## config.mk

```make
export PLATFORM = sky130hd
export DESIGN_NAME = mul_sequencer
export DESIGN_NICKNAME = d
export VERILOG_FILES = /design/src/rtl/mul_seq_pkg.sv /design/src/rtl/mul_seq_datapath.sv /design/src/rtl/mul_sequencer.sv
export SDC_FILE = /design/constraint.sdc
export NUM_CORES = 1
export LEC_CHECK = 0
export ABC_AREA = 1
export BUFFER_PORTS_ARGS = -buffer_cell sky130_fd_sc_hd__buf_2
export CAP_MARGIN = 0
export CELL_PAD_IN_SITES_DETAIL_PLACEMENT = 0
export CELL_PAD_IN_SITES_GLOBAL_PLACEMENT = 1
export CORE_MARGIN = 5
export CORE_UTILIZATION = 41
export DETAILED_ROUTE_END_ITERATION = 10
export PLACE_DENSITY = 0.84
export RECOVER_POWER = 100
export SLEW_MARGIN = 40
export SYNTH_ARGS = -nofsm -noshare
export SYNTH_HDL_FRONTEND = slang
export SYNTH_SLANG_ARGS = --single-unit
```

## constraint.sdc

```tcl
create_clock -name clk -period 2.68 [get_ports clk]
set_input_delay 0.67 -clock clk [delete_from_list [all_inputs] [get_ports clk]]
set_output_delay 0.67 -clock clk [all_outputs]
set_load 0.01 [all_outputs]
```

## src/rtl/mul_seq_pkg.sv

```systemverilog
// Shared types and constants for the shift-add multiply sequencer.
package mul_seq_pkg;

   typedef enum logic [1:0] {IDLE, RUN, DONE} mul_state_t;

   localparam logic [1:0] FLAGW_NONE = 2'b00;

   localparam int N_IDX = 3;
   localparam int Z_IDX = 2;
   localparam int C_IDX = 1;
   localparam int V_IDX = 0;

endpackage

```

## src/rtl/mul_seq_datapath.sv

```systemverilog
// Shift-add datapath: multiplicand/multiplier/accumulator/count registers and adder.
// MUL_SEQ_EARLY_TERM_EN: finish as soon as the shifted multiplier has no set bits left.
module mul_seq_datapath #(
   parameter int WIDTH = 32
) (
   input  logic             clk,
   input  logic             reset,
   input  logic             load,
   input  logic             step,
   input  logic [WIDTH-1:0] src_a,
   input  logic [WIDTH-1:0] src_b,
   output logic [WIDTH-1:0] acc_next,
   output logic             final_step
);

   localparam int CNT_W = $clog2(WIDTH) + 1;

   logic [WIDTH-1:0] mcand_q, mcand_d;
   logic [WIDTH-1:0] mplier_q, mplier_d;
   logic [WIDTH-1:0] acc_q, acc_d;
   logic [CNT_W-1:0] count_q, count_d;

   // Value the accumulator takes if the current cycle is a RUN step.
   assign acc_next = mplier_q[0] ? acc_q + mcand_q : acc_q;

`ifdef MUL_SEQ_EARLY_TERM_EN
   assign final_step = (count_q == CNT_W'(WIDTH - 1)) || ((mplier_q >> 1) == '0);
`else
   assign final_step = (count_q == CNT_W'(WIDTH - 1));
`endif

   always_comb begin
      mcand_d  = mcand_q;
      mplier_d = mplier_q;
      acc_d    = acc_q;
      count_d  = count_q;
      if (load) begin
         mcand_d  = src_a;
         mplier_d = src_b;
         acc_d    = '0;
         count_d  = '0;
      end else if (step) begin
         mcand_d  = mcand_q << 1;
         mplier_d = mplier_q >> 1;
         acc_d    = acc_next;
         count_d  = count_q + CNT_W'(1);
      end
   end

   always_ff @(posedge clk) begin
      if (!reset) begin
         mcand_q  <= '0;
         mplier_q <= '0;
         acc_q    <= '0;
         count_q  <= '0;
      end else begin
         mcand_q  <= mcand_d;
         mplier_q <= mplier_d;
         acc_q    <= acc_d;
         count_q  <= count_d;
      end
   end

endmodule

```

## src/rtl/mul_sequencer.sv

```systemverilog
// Multi-cycle MUL sequencer: IDLE/RUN/DONE control around mul_seq_datapath, with
// registered ALU-style Result/NZCV/FlagW. Early exit is selected by MUL_SEQ_EARLY_TERM_EN.
module mul_sequencer
   import mul_seq_pkg::*;
#(
   parameter int WIDTH = 32
) (
   input  logic             clk,
   input  logic             reset,
   input  logic             start,
   input  logic [WIDTH-1:0] SrcA,
   input  logic [WIDTH-1:0] SrcB,
   input  logic             S,
   input  logic             flush,
   output logic             Busy,
   output logic             Done,
   output logic [WIDTH-1:0] Result,
   output logic [3:0]       Flags,
   output logic [1:0]       FlagW
);

   mul_state_t       state_q, state_d;
   logic             s_q, s_d;
   logic             busy_q, done_q;
   logic [1:0]       flagw_q, flagw_d;
   logic [WIDTH-1:0] result_q, result_d;
   logic [3:0]       flags_q, flags_d;

   logic             load, step;
   logic [WIDTH-1:0] acc_next;
   logic             final_step;

   mul_seq_datapath #(.WIDTH(WIDTH)) u_dp (
      .clk        (clk),
      .reset      (reset),
      .load       (load),
      .step       (step),
      .src_a      (SrcA),
      .src_b      (SrcB),
      .acc_next   (acc_next),
      .final_step (final_step)
   );

   // flush overrides everything, including a start seen in IDLE or DONE.
   assign load = !flush && start && (state_q == IDLE || state_q == DONE);
   assign step = !flush && (state_q == RUN);

   always_comb begin
      state_d  = state_q;
      s_d      = s_q;
      result_d = result_q;
      flags_d  = flags_q;
      if (flush) begin
         state_d = IDLE;
      end else begin
         case (state_q)
            IDLE: if (start) state_d = RUN;
            RUN: begin
               if (final_step) begin
                  state_d         = DONE;
                  result_d        = acc_next;
                  flags_d         = '0;
                  flags_d[N_IDX]  = acc_next[WIDTH-1];
                  flags_d[Z_IDX]  = (acc_next == '0);
                  flags_d[C_IDX]  = 1'b0;
                  flags_d[V_IDX]  = 1'b0;
               end
            end
            DONE:    state_d = start ? RUN : IDLE;
            default: state_d = IDLE;
         endcase
      end
      if (load) s_d = S;
      flagw_d = (state_d == DONE) ? {s_d, 1'b0} : FLAGW_NONE;
   end

   always_ff @(posedge clk) begin
      if (!reset) begin
         state_q  <= IDLE;
         s_q      <= 1'b0;
         busy_q   <= 1'b0;
         done_q   <= 1'b0;
         flagw_q  <= FLAGW_NONE;
         result_q <= '0;
         flags_q  <= '0;
      end else begin
         state_q  <= state_d;
         s_q      <= s_d;
         busy_q   <= (state_d == RUN);
         done_q   <= (state_d == DONE);
         flagw_q  <= flagw_d;
         result_q <= result_d;
         flags_q  <= flags_d;
      end
   end

   assign Busy   = busy_q;
   assign Done   = done_q;
   assign Result = result_q;
   assign Flags  = flags_q;
   assign FlagW  = flagw_q;

endmodule

```

==> results.cfg <==
[run_status]
status = completed

[min_path]
whs_path_depth = 2
hp-class = reg2reg
hp-start = u_dp.mplier_q[13]
hold_end = u_dp.mplier_q[13]

[sta]
setup_viol = 0
min_period_ns = 2.52
slew-limit-headroom_pct = 3.81
min_period_over_period_pct = 94.1
worst_pin_slew_ns = 1.44
fmax_mhz = 396
timing.hold.ws_ns = 0.465
setup_slack_ns = 0.158
setup_tns_ns = 0
slew_violations = 0
finClkSkew_ns = 0.00675
final-hold-violation-count = 0

[pwr]
p_per_area_mw_per_mm2 = 532
peakVddDrop_mv = 0.453
total_power_mw = 5.27
cellLeakagePower_nw = 4.88

[clocking]
clkLatencyLatePin_ns = 0.43
clock_path_buffers = 2
cts_htree_levels = 4
cts.sinks = 141
root_buffer = clkbuf_16
numCtsBuffers = 17
cts_tree = done
clk_pin_slew_ns = 0.07

[final_layout]
syn_to_final_growth_pct = 16.5
final_common_cell = nand2_1
regArea_mm2 = 0.00283
stdcell_area_mm2 = 0.00991
final_nets = 1541
drive_gt1_share_pct = 13.8
final_cell_mix = nand2_1 (421), inv_1 (195), dfxtp_1 (139)
fillCellCount = 2217
n_antenna_cell = 0
multi_input_area_mm2 = 0.00470

[floorplanning]
initial_core_util_pct = 41.9
die_h_um = 154
io-pin-count = 109
fp-row-count = 52
fp.dieW_um = 154
core_mm2 = 0.0203
dieArea_mm2 = 0.0237

[global_routing]
antenna_found_initial = 1
grtUsageTotal_pct = 22.4
grt_overflow = 0
grt_pass1_vias = 8279
grt_pass1_wl_mm = 43.1
grt_max_degree = 81

[critical_path]
cpPeakStageDelay_ns = 0.34
r2r_slack_ns = 0.16
crit_chain = ha_2, inv_1, fa_2, inv_2, nand3_1, nand2_2, nand2_2, nand2_4, nand2_1, nand2_1, nand2_1, nand3_1, nand2_2, nor2_2, nand2_1, nor2_2, nand2_1, nor2_1, nand2_1, a21oi_2
crit_family = simple AND/OR/NAND/NOR gates
critPathKind = reg2reg
crit_slowest_cell = dfxtp_2
arrival_ns = 2.89
reg2reg_depth = 20
crit_path_end_kind = flop
cpMostUsedCell = nand2_1
r2r-start = u_dp.acc_q[0]
worst-path-buf-inv = 2
required_ns = 3.05
path_max_fanout = 4
reg2reg_to = Flags[2]
crit_path_start_kind = flop

[placement]
dp_slack_ns = -0.0163
dpl_cell_area_mm2 = 0.00935
gp_congestion = 0.951
place_hpwl_mm = 20.4
port_buffers = 105

[detailed_routing]
wl_mm = 27.2
vias = 8748
routedWlPerCell_um = 15.8
drc = 0
drt_iter0_markers = 575
ant_nets = 0
drt_pass1_iterations = 6
vias_per_cell = 5.08

[synthesis]
ys_seq_elements = 141
syn_inst = 1346
ys.warnings.count = 0
ys_seq_area_share_pct = 33.2
synth_cell_types = 40
syn-cell-area_mm2 = 0.00850
avgSynthCellArea_um2 = 6.32

[job]
max_cap_violations = 0
[Yosys cell counts, drive strengths merged]
library cell / n / area [um^2]
a221oi: 5 / 43.8
a211oi: 1 / 7.51
nand3: 98 / 516
or2: 12 / 75.1
conb: 1 / 3.75
buf: 17 / 86.3
a21o: 1 / 7.51
o21ai: 127 / 647
o211ai: 32 / 240
a31oi: 1 / 6.26
inv: 200 / 751
clkinv: 3 / 11.3
fa: 1 / 20.0
dfxtp: 141 / 2820
xnor2: 4 / 35.0
nor2: 70 / 305
a21oi: 87 / 443
nand2: 439 / 1690
nand3b: 4 / 30.0
mux2i: 3 / 30.0
clkbuf: 44 / 175
nor3: 8 / 55.1
o21bai: 4 / 33.8
nand4: 10 / 62.6
ha: 32 / 400
xor2: 1 / 8.76
[worst reg2reg max path, delay by kind of cell (launching register included)]
family                   cells  cell delay, ns
buffers and inverters        2            0.15
flip-flops                   1            0.34
adder cells (fa/ha/maj)      2            0.53
AND/OR/NAND/NOR             15            1.35
AO/OA/AOI/OAI                1            0.10
[state kept, by name, summed over array words and instances (netlist names), 2 cells and up]
name and flops:
Result 32, u_dp.acc_q 32, u_dp.mcand_q 32, u_dp.mplier_q 32, u_dp.count_q 6, state_q 2
[where the power goes]
group	total (mW)	internal, mW	switching, mW
clock	2.34	1.24	1.11
sequential	2.25	2.18	0.0651
combinational	0.674	0.246	0.428
total	5.27	3.67	1.60
[layer usage]
layer / GRT usage [%] / part of all wire [%] / vias to the layer above
li1: - / - / 4473
met1: 29.7 / 45 / 3979
met4: 6.81 / 2.6 / 2
met2: 36.4 / 46 / 255
met3: 4.95 / 6.6 / 39
met5: 0 / 0.040 / -
[through the flow]
step | util, % | std cells
detailed placement | 46.0 | 1689
floorplan | - | 1348
finish | 48.8 | 1722
global route | 48.8 | 1722
CTS | 48.9 | 1721
global placement | 46.0 | 1689
[cells by family after synthesis]
kind of cell	after synthesis	share of synthesized area [%]
multiplexers	3	0.353
adder cells (fa/ha/maj)	33	4.94
AND/OR/NAND/NOR	641	32.1
buffers and inverters	264	12.0
AO/OA/AOI/OAI	258	16.8
XOR/XNOR	5	0.515
flip-flops	141	33.2
other	1	0.0441
[area by class of cell]
type | count | area share [%]
inverters | 203 | 7.69
flip-flops and latches | 141 | 28.5
multi-input cells | 943 | 47.4
repair buffers | 133 | 7.14
well taps | 270 | 3.41
clock buffers | 17 | 4.29
clock inverters | 15 | 1.54
[timing repair]
item | 4_1_cts | 5_1_grt
pin swaps | 0 | 3
gates resized for setup | 1 | 13
endpoints found under the hold margin | 0 | 0
hold buffers | 0 | 0
setup buffers | 0 | 1
endpoints found under the setup margin | 1 | 2
[how the worst max path moves through the flow]
stage | from | end | slack [ns] | cells after the start
final | u_dp.acc_q[0] | Flags[2] | 0.16 | 20
after CTS | u_dp.acc_q[0] | Flags[2] | 0.02 | 20
after detailed placement | u_dp.acc_q[0] | Flags[2] | -0.02 | 20
after floorplan | u_dp.acc_q[0] | Flags[2] | 0.49 | 19
after global placement | u_dp.acc_q[0] | Flags[2] | -0.0007 | 20
after global routing | u_dp.mcand_q[0] | Flags[2] | -0.03 | 20
No activity file was read; power rests on OpenSTA's default activity.
